===== config.mk =====
export PLATFORM = sky130hd
export DESIGN_NAME = u409_cia_cycle
export DESIGN_NICKNAME = d
export VERILOG_FILES = /design/src/rtl/u409_cia_cycle.sv
export SDC_FILE = /design/constraint.sdc
export NUM_CORES = 1
export LEC_CHECK = 0
export ABC_AREA = 1
export CAP_MARGIN = 15
export CORE_MARGIN = 2
export CORE_UTILIZATION = 37
export DETAILED_ROUTE_END_ITERATION = 7
export GPL_TIMING_DRIVEN = 1
export PLACE_DENSITY = 0.73
export SLEW_MARGIN = 20
export SYNTH_ARGS = -nofsm -noshare
export SYNTH_HDL_FRONTEND = slang
export SYNTH_SLANG_ARGS = --single-unit

===== constraint.sdc =====
create_clock -name clk7_i -period 1.06 [get_ports clk7_i]
set_clock_uncertainty 0.1 [all_clocks]
set_input_delay 0.265 -clock clk7_i [delete_from_list [all_inputs] [get_ports clk7_i]]
set_output_delay 0.265 -clock clk7_i [all_outputs]
set_load 0.005 [all_outputs]

===== src/rtl/u409_cia_cycle.sv =====
// CIA bus-cycle sequencer: free-running E clock divider plus the
// FSM that aligns CPU cycles to E and terminates them with one ACK.
module u409_cia_cycle #(
  parameter int E_DIV   = 10,
  parameter int E_RISE  = 6,
  parameter int CS_LEAD = 2
) (
  input  logic clk7_i,
  input  logic reset_i,
  input  logic cyc_req_i,
  input  logic cia_space_i,
  input  logic rnw_i,
  output logic e_o,
  output logic cia_enable_o,
  output logic cia_latch_o,
  output logic cia_ack_o
);

  typedef enum logic [2:0] {
    IDLE,
    SYNC,
    ACTIVE,
    TERM,
    HOLD
  } state_e;

  localparam logic [3:0] LAST = 4'(E_DIV - 1);
  localparam logic [3:0] RISE = 4'(E_RISE);
  localparam logic [3:0] GO   = 4'(E_RISE - CS_LEAD - 1);

  logic [3:0] ecnt_q, ecnt_d;
  state_e     state_q, state_d;
  logic       e_q, en_q, latch_q, ack_q;
  logic       e_d, en_d, latch_d, ack_d;

  assign ecnt_d = (ecnt_q == LAST) ? 4'd0 : ecnt_q + 4'd1;

  always_comb begin
    state_d = state_q;
    unique case (state_q)
      IDLE: begin
        if (cyc_req_i && cia_space_i) state_d = SYNC;
      end
      SYNC: begin
        // abort wins over the ECNT match
        if (!cyc_req_i)        state_d = IDLE;
        else if (ecnt_q == GO) state_d = ACTIVE;
      end
      ACTIVE: begin
        if (ecnt_q == LAST) state_d = TERM;
      end
      TERM: state_d = HOLD;
      HOLD: begin
        if (!cyc_req_i) state_d = IDLE;
      end
      default: state_d = IDLE;
    endcase
  end

  // outputs registered from next-state so they align with ECNT
  always_comb begin
    e_d     = (ecnt_d >= RISE);
    en_d    = (state_d == ACTIVE);
    latch_d = en_d && (ecnt_d == LAST) && rnw_i;
    ack_d   = (state_d == TERM);
  end

  always_ff @(posedge clk7_i or posedge reset_i) begin
    if (reset_i) begin
      ecnt_q  <= 4'd0;
      state_q <= IDLE;
      e_q     <= 1'b0;
      en_q    <= 1'b0;
      latch_q <= 1'b0;
      ack_q   <= 1'b0;
    end else begin
      ecnt_q  <= ecnt_d;
      state_q <= state_d;
      e_q     <= e_d;
      en_q    <= en_d;
      latch_q <= latch_d;
      ack_q   <= ack_d;
    end
  end

  assign e_o          = e_q;
  assign cia_enable_o = en_q;
  assign cia_latch_o  = latch_q;
  assign cia_ack_o    = ack_q;

endmodule


==> results.cfg <==
[global_route]
overflow = 0
antenna_found_initial = 0
grt_max_degree = 12
grt_pass1_vias = 405
grt_pass1_wl_mm = 1.621
grt_use_total_pct = 15.92

[pwr]
power_uw = 909.4
leakagePower_uw = 0.0004392
power_density_mw_per_mm2 = 1100
ir_worst_vdd_mv = 0.8450

[synthesis]
synthTopCellsByArea = dfrtp_1 (56%), nand2_1 (8.4%), inv_1 (6.9%), nor2_1 (5.4%), nand3_1 (5.1%)
synth_async_sr_flop_share_pct = 100.0
synth-main-ff-cell = dfrtp_1
yosys_warnings = 0
synth_edf_count = 0
syn_area_um2 = 490.5
avgSynthCellArea_um2 = 8.605
synthCells = 57
synth_top_area_share_pct = 56.12
syn-num-nets = 62
synth_top_area_cell = dfrtp_1
netlist_top_cells_count = dfrtp_1 (11), nand2_1 (11), inv_1 (9), nor2_1 (7), nand3_1 (5)
ys_ff_latch = 11
netlist-cell-type-count = 14
ys_seq_area_share_pct = 56.12

[layout]
final_cell_area_um2 = 827.0
n_antenna_cell = 0
syn_to_final_growth_pct = 68.62
postLayoutCoreUtil_pct = 65.19
fin_cells = 102
fin_nets = 93
drive_gt1_share_pct = 64.37

[setup_path]
critPathTopFamily = flip-flops
crit_cells = 6
reg2reg_slack_ns = -0.12
crit_path_max_incr_delay_ns = 0.41
r2r-end = cia_enable_o
critPathLaunchType = flip-flop
required_ns = 1.13
r2r_cells = 6
end_kind = flip-flop
cp_num_buf_inv = 2
timing.rr.start = state_q[1]
crit_type = reg2reg
arrival_ns = 1.25
cp_common_cell = nor2_4
crit_fanout = 3
path_cells = buf_4 > nand3_4 > nor2_4 > nor2_4 > nand3_2 > inv_1
critPathSlowestCell = dfrtp_1

[sta]
final-setup-viol-count = 11
maxSlewHeadroom_pct = 86.56
fin_crit_ns = 1.176
fin_ws_ns = -0.1157
setup_tns_ns = -0.7662
finalMaxSlewViolations = 0
period_share_pct = 110.9
rsz0062_at_grt = yes
hold_viol_final = 0
fmax_ghz = 0.8506
max_slew.worst_pin.slew_ns = 0.2004

[route]
drt-met1-wl_um = 455
drt-pass1-iter-count = 4
routed-wl-met2_um = 717
routedWlPerCell_um = 12.27
antenna_left = 0
wl_mm = 1.252
dr_wl_met3_um = 57
first_iter_violations = 1
drc = 0
highest_layer = met4
vias = 475
viasPerCell = 4.657

[clock_network]
cts_tree = built
holdBufCountCts = 0
cts.path.max_buffers = 2
path_clk_slew_ns = 0.07
htreeDepth = 1
numClockSinks = 11
numCtsBuffers = 3
clockRootBuffer = clkbuf_4
insertion_delay_ns = 0.27

[floorplan]
dieArea_mm2 = 0.001633
num_rows = 13
die_x_um = 40.41
die_h_um = 40.41
start_util_pct = 38.66
core_mm2 = 0.001269
io_pins = 9

[place]
gp_congestion = 0.6997
dp.cells = 92
port_buffers = 8
place_area_um2 = 691.9
post-dp-hpwl_um = 753.6

[status]
status = finished with violations
violations = setup timing

[min_path]
hold_path.class = in2async

[run]
maxCapViolations = 0
==> where the power goes <==
group	switching, uW	total [uW]	internal, uW
clock	145	291	146
combinational	82.9	169	86.3
sequential	15.0	450	434
total	243	909	667
==> through the flow <==
stage               hold slack [ns]  worst slack (ns)
CTS                          0.1858          -0.09658
global placement             0.4446           -0.3351
floorplan                   0.01744          0.007679
detailed placement           0.4608           -0.3738
finish                       0.1814           -0.1157
global route                 0.2213           -0.1808
==> routing by layer <==
layer	track usage (%)	up-vias
met5	0	-
met4	10.00	0
met3	5.000	3
met2	28.97	10
met1	15.12	228
li1	-	234
==> flip-flops by register name, summed over array words and instances (netlist names) <==
register	cells
cia_ack_o	1
cia_enable_o	1
cia_latch_o	1
e_o	1
ecnt_q	4
state_q	3
==> cell usage in the layout (no fill, tap or decap), types with 2 or more instances in the layout <==
cell type,n
buf_4,17
dfrtp_1,11
inv_2,7
nand2_2,6
nor2_2,6
nand2_1,6
inv_1,4
nor2_4,4
buf_2,4
nand3_1,3
clkbuf_4,3
clkdlybuf4s50_1,3
nand3_2,2
==> worst register-to-register path, cell delays in order, from the launching register on <==
cell and delay [ns]:
dfrtp_1 0.41, buf_4 0.15, nand3_4 0.09, nor2_4 0.15
nor2_4 0.05, nand3_2 0.08, inv_1 0.04
==> layout make-up <==
type | count | area [um^2]
flip-flops and latches | 11 | 275.3
clock buffers | 4 | 26.28
fillers | 120 | 441.7
inverters | 11 | 41.29
well taps | 15 | 18.77
repair buffers | 26 | 210.2
multi-input cells | 35 | 255.2
==> logic make-up after synthesis <==
group | share of synthesized area (%)
flip-flops | 56.12
AND/OR/NAND/NOR | 31.89
buffers and inverters | 8.418
AO/OA/AOI/OAI | 3.572
==> worst max-delay path by stage <==
stage | end | slack (ns) | startpoint
floorplan | cia_enable_o | 0.008 | ecnt_q[2]
global placement | cia_enable_o | -0.34 | cyc_req_i
global route | cia_enable_o | -0.18 | ecnt_q[1]
CTS | cia_enable_o | -0.1 | ecnt_q[3]
finish | cia_enable_o | -0.12 | state_q[1]
detailed placement | cia_latch_o | -0.37 | cyc_req_i
==> repair_timing <==
item                       in CTS  in global routing
pin swaps                       2                  9
setup endpoints to repair      11                 12
cloned                          0                  0
resized for setup              20                 25
setup buffers                   1                  5
Power figures use the tool's default switching activity.
